## src/rtl/key_pkg.sv

```systemverilog
// Shared types and default timing constants for the key event block.
package key_pkg;

    typedef enum logic [1:0] {
        IDLE,
        HELD,
        LONG
    } key_state_t;

    localparam int unsigned TICK_DIV_DEF  = 100000;
    localparam int unsigned LONG_MS_DEF   = 1000;
    localparam int unsigned REPEAT_MS_DEF = 200;

endpackage

```

## src/rtl/key_event_if.sv

```systemverilog
// Debounced key level in, single-cycle key events and held level out.
interface key_event_if;

    logic key_n;
    logic press_pulse;
    logic release_pulse;
    logic long_pulse;
    logic repeat_pulse;
    logic key_held;

    modport master (
        output key_n,
        input  press_pulse,
        input  release_pulse,
        input  long_pulse,
        input  repeat_pulse,
        input  key_held
    );

    modport slave (
        input  key_n,
        output press_pulse,
        output release_pulse,
        output long_pulse,
        output repeat_pulse,
        output key_held
    );

endinterface

```

## src/rtl/key_event_tick_gen.sv

```systemverilog
// Clearable prescaler: tick is high for one cycle every TICK_DIV enabled cycles.
module tick_gen #(
    parameter int unsigned TICK_DIV = key_pkg::TICK_DIV_DEF
) (
    input  logic clk_100M,
    input  logic rst,
    input  logic clr,
    input  logic en,
    output logic tick
);

    localparam int unsigned DW = (TICK_DIV > 2) ? $clog2(TICK_DIV) : 1;

    logic [DW-1:0] div_cnt;

    assign tick = en && (div_cnt == DW'(TICK_DIV - 1));

    always_ff @(posedge clk_100M or posedge rst) begin
        if (rst) begin
            div_cnt <= '0;
        end else if (clr) begin
            div_cnt <= '0;
        end else if (en) begin
            if (tick) begin
                div_cnt <= '0;
            end else begin
                div_cnt <= div_cnt + 1'b1;
            end
        end
    end

endmodule

```

## src/rtl/key_event.sv

```systemverilog
// Turns a debounced active-low key level into press/release/long/repeat pulses.
module key_event
    import key_pkg::*;
#(
    parameter int unsigned TICK_DIV  = TICK_DIV_DEF,
    parameter int unsigned LONG_MS   = LONG_MS_DEF,
    parameter int unsigned REPEAT_MS = REPEAT_MS_DEF,
    parameter int unsigned CNT_W     = 16
) (
    input  logic         clk_100M,
    input  logic         rst,
    key_event_if.slave   kif
);

    key_state_t state, state_nxt;

    logic             key_q;
    logic             fall, rise, tick, tick_clr, tick_en;
    logic [CNT_W-1:0] ms_cnt, ms_nxt, rep_cnt, rep_nxt;
    logic             press_q, release_q, long_q, repeat_q, held_q;
    logic             press_nxt, release_nxt, long_nxt, repeat_nxt, held_nxt;

    assign fall    = key_q & ~kif.key_n;
    assign rise    = ~key_q & kif.key_n;
    assign tick_en = (state != IDLE);

    tick_gen #(
        .TICK_DIV (TICK_DIV)
    ) u_tick (
        .clk_100M (clk_100M),
        .rst      (rst),
        .clr      (tick_clr),
        .en       (tick_en),
        .tick     (tick)
    );

    always_ff @(posedge clk_100M or posedge rst) begin
        if (rst) begin
            state     <= IDLE;
            key_q     <= 1'b1;
            ms_cnt    <= '0;
            rep_cnt   <= '0;
            press_q   <= 1'b0;
            release_q <= 1'b0;
            long_q    <= 1'b0;
            repeat_q  <= 1'b0;
            held_q    <= 1'b0;
        end else begin
            state     <= state_nxt;
            key_q     <= kif.key_n;
            ms_cnt    <= ms_nxt;
            rep_cnt   <= rep_nxt;
            press_q   <= press_nxt;
            release_q <= release_nxt;
            long_q    <= long_nxt;
            repeat_q  <= repeat_nxt;
            held_q    <= held_nxt;
        end
    end

    // Release is tested before the tick so a coinciding tick is dropped.
    always_comb begin
        state_nxt   = state;
        ms_nxt      = ms_cnt;
        rep_nxt     = rep_cnt;
        press_nxt   = 1'b0;
        release_nxt = 1'b0;
        long_nxt    = 1'b0;
        repeat_nxt  = 1'b0;
        held_nxt    = held_q;
        tick_clr    = 1'b0;
        unique case (state)
            IDLE: begin
                if (fall) begin
                    state_nxt = HELD;
                    press_nxt = 1'b1;
                    held_nxt  = 1'b1;
                    tick_clr  = 1'b1;
                    ms_nxt    = '0;
                end
            end
            HELD: begin
                if (rise) begin
                    state_nxt   = IDLE;
                    release_nxt = 1'b1;
                    held_nxt    = 1'b0;
                end else if (tick) begin
                    ms_nxt = ms_cnt + 1'b1;
                    if (ms_nxt == CNT_W'(LONG_MS)) begin
                        state_nxt = LONG;
                        long_nxt  = 1'b1;
                        rep_nxt   = '0;
                    end
                end
            end
            LONG: begin
                if (rise) begin
                    state_nxt   = IDLE;
                    release_nxt = 1'b1;
                    held_nxt    = 1'b0;
                end else if (tick) begin
                    if (rep_cnt + 1'b1 == CNT_W'(REPEAT_MS)) begin
                        repeat_nxt = 1'b1;
                        rep_nxt    = '0;
                    end else begin
                        rep_nxt = rep_cnt + 1'b1;
                    end
                end
            end
            default: begin
                state_nxt = IDLE;
                held_nxt  = 1'b0;
            end
        endcase
    end

    assign kif.press_pulse   = press_q;
    assign kif.release_pulse = release_q;
    assign kif.long_pulse    = long_q;
    assign kif.repeat_pulse  = repeat_q;
    assign kif.key_held      = held_q;

endmodule

```

## src/flat_wrapper.sv

```systemverilog
// flat-port wrapper written by rule: the top's interface ports become plain ports
module key_event_flat import key_pkg::*;
#(
    parameter int unsigned TICK_DIV  = TICK_DIV_DEF,
    parameter int unsigned LONG_MS   = LONG_MS_DEF,
    parameter int unsigned REPEAT_MS = REPEAT_MS_DEF,
    parameter int unsigned CNT_W     = 16
)
  (clk_100M, rst, kif_key_n, kif_press_pulse, kif_release_pulse, kif_long_pulse, kif_repeat_pulse, kif_key_held);
  key_event_if kif_i ();
  input  logic clk_100M;
  input  logic rst;
  input wire logic [$bits(kif_i.key_n)-1:0] kif_key_n;
  output wire logic [$bits(kif_i.press_pulse)-1:0] kif_press_pulse;
  output wire logic [$bits(kif_i.release_pulse)-1:0] kif_release_pulse;
  output wire logic [$bits(kif_i.long_pulse)-1:0] kif_long_pulse;
  output wire logic [$bits(kif_i.repeat_pulse)-1:0] kif_repeat_pulse;
  output wire logic [$bits(kif_i.key_held)-1:0] kif_key_held;
  assign kif_i.key_n = kif_key_n;
  assign kif_press_pulse = kif_i.press_pulse;
  assign kif_release_pulse = kif_i.release_pulse;
  assign kif_long_pulse = kif_i.long_pulse;
  assign kif_repeat_pulse = kif_i.repeat_pulse;
  assign kif_key_held = kif_i.key_held;
  key_event #(.TICK_DIV(TICK_DIV), .LONG_MS(LONG_MS), .REPEAT_MS(REPEAT_MS), .CNT_W(CNT_W)) u_core (.clk_100M(clk_100M), .rst(rst), .kif(kif_i));
endmodule
```

## config.mk

```make
export PLATFORM = sky130hd
export DESIGN_NAME = key_event_flat
export DESIGN_NICKNAME = d
export VERILOG_FILES = /design/src/rtl/key_pkg.sv /design/src/rtl/key_event_if.sv /design/src/rtl/key_event_tick_gen.sv /design/src/rtl/key_event.sv /design/src/flat_wrapper.sv
export SDC_FILE = /design/constraint.sdc
export NUM_CORES = 1
export LEC_CHECK = 0
export BUFFER_PORTS_ARGS = -buffer_cell sky130_fd_sc_hd__buf_2
export CORE_ASPECT_RATIO = 1.1
export CORE_MARGIN = 2
export CORE_UTILIZATION = 35
export DETAILED_ROUTE_END_ITERATION = 8
export PLACE_DENSITY = 0.57
export SLEW_MARGIN = 10
export SYNTH_ARGS = -nofsm -noshare
export SYNTH_HDL_FRONTEND = slang
export SYNTH_SLANG_ARGS = --single-unit
```

## constraint.sdc

```tcl
create_clock -name clk_100M -period 2.15 [get_ports clk_100M]
set_input_delay 0.3225 -clock clk_100M [delete_from_list [all_inputs] [get_ports clk_100M]]
set_output_delay 0.3225 -clock clk_100M [all_outputs]
set_load 0.005 [all_outputs]
```

; Yosys cells after proc, flatten, opt, wreduce, memory -nomap -nowiden
; Index checks and enable logic that the tools add are counted.
; Widths: inputs -> output; s select.
[word_totals]
output_inout_bits = 5
reg_bits = 57
in_bits = 3
[op_classes]
n_reduce_logical = 11
addsub = 3
bitwise_logic = 4
eq_ne = 15
n_mux = 35
[op_table]
columns = cell, n
row1 = $mux 16, 9
row2 = $pmux 16 s2, 2
row3 = $mux 17, 3
row4 = $add 16x1->16 const B, 2
row5 = $add 17x1->17 const B, 1
row6 = $eq 17x17->1 const B, 1
row7 = $eq 16x10->1 const B, 1
row8 = $eq 16x8->1 const B, 1
row9 = $mux 1, 14
row10 = $ne 2x1->1 const B, 6
row11 = $mux 2, 5
row12 = $reduce_and 4->1, 2
row13 = $reduce_bool 2->1, 4
row14 = $ne 3x1->1 const B, 2
row15 = $pmux 2 s3, 1
row16 = $reduce_and 6->1, 1
row17 = $ne 2x2->1 const B, 2
row18 = $and 1x1->1, 2
row19 = $eq 2x1->1 const B, 1
row20 = $eq 2x2->1 const B, 1
row21 = $logic_not 2->1, 1
row22 = $not 1->1, 2
row23 = $pmux 1 s2, 1
row24 = $reduce_and 2->1, 1
row25 = other kinds (2), 2

; Depth between registers and ports, before layout
[logic_depth]
depth_word = 6
mapped_depth = 9
depth_no_buf = 8

; Hierarchy
; From an unflattened synthesis, not the netlist that was laid out.
[unflattened]
hier_cells = 412
area_unflattened_um2 = 3578.4
[by_module_without_submodules]
columns = module, cells_each, seq_area_each_um2, instances, area_each_um2
row1 = key_event, 314, 1002.2, 1, 2642.5
row2 = tick_gen, 98, 425.4, 1, 935.9

; Worst setup path after synthesis
; Ideal clock, no wire load.
[synth_path]
path_kind = register to register
start = register u_core.rep_cnt[0]
end = register u_core.rep_cnt[13]
arrival_time_ps = 2244
setup_ps = 121
period_less_slack_ps = 2365
setup_slack_ps = -215
stages_incl_launch_ff = 10
path_cell_list = dfrtp_1 > ha_1 > nand2_1 > nor3_2 > or4_1 > and2_1 > o31ai_4 > buf_6 > o211ai_1 > a22o_1
[synth_via]
elab_chain_cells = 6
[synth_lines]
columns = item, line_no
row1 = "start, declared", key_event.sv:19  ; logic [CNT_W-1:0] ms_cnt, ms_nxt, rep_cnt, rep_nxt;
row2 = "start signal, assigned", key_event.sv:52  ; rep_cnt <= rep_nxt;
row3 = $add 16x1->16 (*), "key_event.sv:102, key_event.sv:106"
row4 = $eq 16x8->1, key_event.sv:102  ; if (rep_cnt + 1'b1 == CNT_W'(REPEAT_MS)) begin
row5 = $mux 16 (*), key_event.sv:102
row6 = $mux 16 (*), key_event.sv:101  ; end else if (tick) begin
row7 = $mux 16 (*), key_event.sv:97  ; if (rise) begin
row8 = $pmux 16 s2 (*), key_event.sv:72  ; unique case (state)
; Mark *: on every way between the ends. The rest lies on a longest branch, timed or not. The select of a mux whose other input is x is not followed.
; A chain may end at the register's enable or synchronous reset.

; Worst setup path in the final report
[layout_path]
start = register u_core.ms_cnt[0]
end = register u_core.rep_cnt[0]
[layout_via]
elab_chain_cells = 4
[layout_lines]
columns = item, line_no
row1 = "start, declared", key_event.sv:19
row2 = "start signal, assigned", key_event.sv:51  ; ms_cnt <= ms_nxt;
row3 = $add 16x1->16, key_event.sv:88  ; ms_nxt = ms_cnt + 1'b1;
row4 = $eq 16x10->1, key_event.sv:89  ; if (ms_nxt == CNT_W'(LONG_MS)) begin
row5 = $ne 2x1->1 (no source line), --
row6 = $reduce_and 6->1 (no source line), --
; No other way between the ends.

==> run metrics <==
first-pass detailed-route iteration total 4; total of endpoints with negative setup slack in the final report 29; detailed router's first-iteration violation count 239; standard cell area after detailed placement 0.00444 sq mm; maximum clock insertion buffer count 2; post-route clock period utilization 1.05; startpoint of the worst hold path kif_key_n; total wire length after detailed routing 9850 um; total number of vias 3499; first-pass GRT wire length 16600 um; maximum fanout encountered on the critical timing path 12; total inserted antenna cells 0; global-route total usage across every layer 0.189; Mapped Cells 396; Max Clock Freq 444 MHz; post-detailed-route count of antenna-violating nets 0; die area 0.0110 sq mm; Critical Path AT 2.48 ns; Post-Synthesis Mean Instance Area 9.02 sq um; end of the worst hold path u_core.key_q; category of the most critical setup path flip-flop to flip-flop; final net count 517; Max VDD drop 0.346 mV; synth warn 0; R2R Path End u_core.rep_cnt[0]; routed length on met2 4970 um; ratio of routed vias to standard cells 5.53; number of port buffers 7; clock net sink count 57; number of distinct library cells after synthesis 63; failing checks setup timing; library cell used as clock root buffer sky130_fd_sc_hd__clkbuf_8; number of endpoints with negative hold slack in the final report 0; Post-synth top flop sky130_fd_sc_hd__dfrtp_1; Clk pin slew, worst setup/hold paths 0.07 ns; Post-Layout Inst Area 0.00508 sq mm; worst-margin pin slew 0.446 ns; CP required 2.37 ns; Floorplan Core Area 0.00989 sq mm; static power due to leakage 0.00223 uW; outcome complete, but fails checks; number of rows created at floorplan 38; slew margin rel. 0.702; slack of the worst reg-to-reg path -0.10 ns; Syn Std Cell Area 0.00357 sq mm; DRC Markers 0; part of the Yosys area used for sequential elements 0.400; min Tclk post-route 2.25 ns; max layer used met4; final critical-path setup slack -0.103 ns; worst setup path start u_core.ms_cnt[0]; pin count of the biggest net entering global routing 40; Worst Setup Start Kind flip-flop; commonest cells after routing, fill and taps aside sky130_fd_sc_hd__buf_4, sky130_fd_sc_hd__dfrtp_1, sky130_fd_sc_hd__nand2_1; Syn-to-layout area delta 42.2%; count of fill cells added during filler insertion 908; post-route met1 wirelength 4430 um; number of buffers created by CTS 9; detailed placer's ending HPWL 6700 um; share of post-route cells with drive strength above 1 0.398; number of enable flip-flop cells after synthesis 0; number of global-route vias before repair 3498; antenna violations before repair 0; R2R cell count 9; FFs w/ async S/R, synth 1.00; MaxCap Viol Count 0; Cells on Worst Hold Path 1; RSZ-0062 raised after global routing yes; Synth Register Bits 57; count of pins over their slew limit 0; initial cell density of the core 0.361; final core utilization 0.514; horizontal die dimension 100 um; Syn Nets 405; leading cell type in the layout, fill and taps excluded sky130_fd_sc_hd__buf_4; insertion delay of the later-clocked pin in the worst-skew pair 0.35 ns; amount of wire on met3 after detailed routing 304 um; average wire per standard cell 15.6 um; total grt overflow 0; worst-case clock skew 0.0138 ns; overall die height 110 um; Ports 8; power per standard cell area 712 mW/mm^2; CTS tree done; worst setup slack after placement -0.139 ns; worst hold slack after final layout 0.0992 ns; Reg2Reg Launch Point u_core.ms_cnt[0]; worst min path class input port to flip-flop; CTS H-tree depth 3; final estimated routing congestion in global placement 0.892; element type at the critical path end flip-flop
-- cell families (layout without fill, tap and decap cells) --
family                     count (synthesis)  count (layout)  synth area share
and+or+nand+nor                          170             170             0.271
AOI/OAI and AO/OA                        125             125             0.249
DFF                                       57              57             0.400
buffers and inverters                     33             150            0.0459
adders and majority gates                  6               6            0.0210
xor gates and xnor gates                   3               3           0.00736
muxes                                      2               2           0.00595
-- how the worst max path moves through the flow --
stage                                     to  cells after the start  slack [ns]
after floorplan           u_core.rep_cnt[13]                      9       -0.01
after global placement     u_core.rep_cnt[7]                      7       -0.12
after detailed placement   u_core.rep_cnt[7]                      7       -0.14
after CTS                  u_core.rep_cnt[7]                      9       -0.12
after global routing        u_core.ms_cnt[4]                      9       -0.24
final                      u_core.rep_cnt[0]                      9       -0.10
-- power by group --
part / internal [uW] / leakage [uW] / switching (uW) / total [uW]
Clock: 684 / 0.000108 / 442 / 1130
Combinational: 551 / 0.00135 / 720 / 1270
Sequential: 1150 / 0.000771 / 69.6 / 1220
Total: 2380 / 0.00223 / 1230 / 3620
-- state kept, by name, summed over array words and instances, names as in the netlist --
| signal | flops |
|---|---|
| u_core.kif.release_pulse | 1 |
| u_core.key_q | 1 |
| u_core.rep_cnt | 16 |
| u_core.kif.repeat_pulse | 1 |
| u_core.kif.long_pulse | 1 |
| u_core.kif.press_pulse | 1 |
| u_core.state | 2 |
| u_core.u_tick.div_cnt | 17 |
| u_core.kif.key_held | 1 |
| u_core.ms_cnt | 16 |
-- metrics by stage --
stage          TNS, ns  std cells  total power, uW
2_1_floorplan  -0.0391        396             1910
3_3_place_gp     -1.91        597             2310
3_5_place_dp     -2.47        597             2330
4_1_cts          -1.58        624             3500
5_1_grt          -5.97        633             3830
6_report         -1.69        633             3620
-- cell usage after synthesis, types with 4 or more instances --
cell,number,area share
sky130_fd_sc_hd__dfrtp_1,56,0.39
sky130_fd_sc_hd__nand2_1,48,0.050
sky130_fd_sc_hd__o21ai_0,38,0.053
sky130_fd_sc_hd__nor2_1,21,0.022
sky130_fd_sc_hd__a22o_1,19,0.047
sky130_fd_sc_hd__and3_1,15,0.026
sky130_fd_sc_hd__o31ai_1,15,0.032
sky130_fd_sc_hd__nand3_1,13,0.018
sky130_fd_sc_hd__o211ai_1,12,0.025
sky130_fd_sc_hd__clkbuf_1,11,0.012
sky130_fd_sc_hd__inv_1,11,0.012
sky130_fd_sc_hd__nor3_1,11,0.015
sky130_fd_sc_hd__nand4_1,10,0.018
sky130_fd_sc_hd__a21oi_1,9,0.013
sky130_fd_sc_hd__o21ai_1,8,0.011
sky130_fd_sc_hd__and2_1,7,0.012
sky130_fd_sc_hd__nor2b_1,7,0.012
sky130_fd_sc_hd__ha_1,6,0.021
sky130_fd_sc_hd__nor4_1,5,0.0088
sky130_fd_sc_hd__or3_1,5,0.0088
sky130_fd_sc_hd__a31oi_1,4,0.0070
sky130_fd_sc_hd__and4_1,4,0.0098
sky130_fd_sc_hd__buf_2,4,0.0056
sky130_fd_sc_hd__buf_6,4,0.013
sky130_fd_sc_hd__nor3_2,4,0.011
-- repair_timing --
action                                  in CTS  in global routing
pin swaps                                   23                 24
setup buffers                               10                  8
hold buffers                                 1                  0
endpoints found under the hold margin       18                  0
endpoints found under the setup margin      29                 40
resized for setup                           33                 42
gates cloned                                 0                  1
-- routing by layer --
metal | vias to the layer above | GRT usage
li1 | 1719 | -
met4 | 0 | 0.0744
met1 | 1711 | 0.240
met3 | 13 | 0.0381
met2 | 56 | 0.316
met5 | - | 0
-- cell type report --
| type | instances | area [sq um] | area share |
|---|---|---|---|
| Multi-Input combinational cell | 306 | 2220 | 0.436 |
| Inverter | 11 | 41.3 | 0.00813 |
| Tap cell | 120 | 150 | 0.0296 |
| Clock inverter | 3 | 65.1 | 0.0128 |
| Timing Repair Buffer | 123 | 1020 | 0.201 |
| Clock buffer | 13 | 149 | 0.0293 |
| Sequential cell | 57 | 1440 | 0.283 |
-- critical path, cell delays in order (launching register included) --
cell and delay (ns):
sky130_fd_sc_hd__dfrtp_1 0.37, sky130_fd_sc_hd__ha_2 0.23, sky130_fd_sc_hd__nand3_2 0.14, sky130_fd_sc_hd__nor3_1 0.34, sky130_fd_sc_hd__o21ai_2 0.12, sky130_fd_sc_hd__a21oi_4 0.20, sky130_fd_sc_hd__a41o_2 0.26, sky130_fd_sc_hd__buf_12 0.14
sky130_fd_sc_hd__nand2_2 0.07, sky130_fd_sc_hd__mux2_4 0.26
Power figures use the tool's default switching activity.
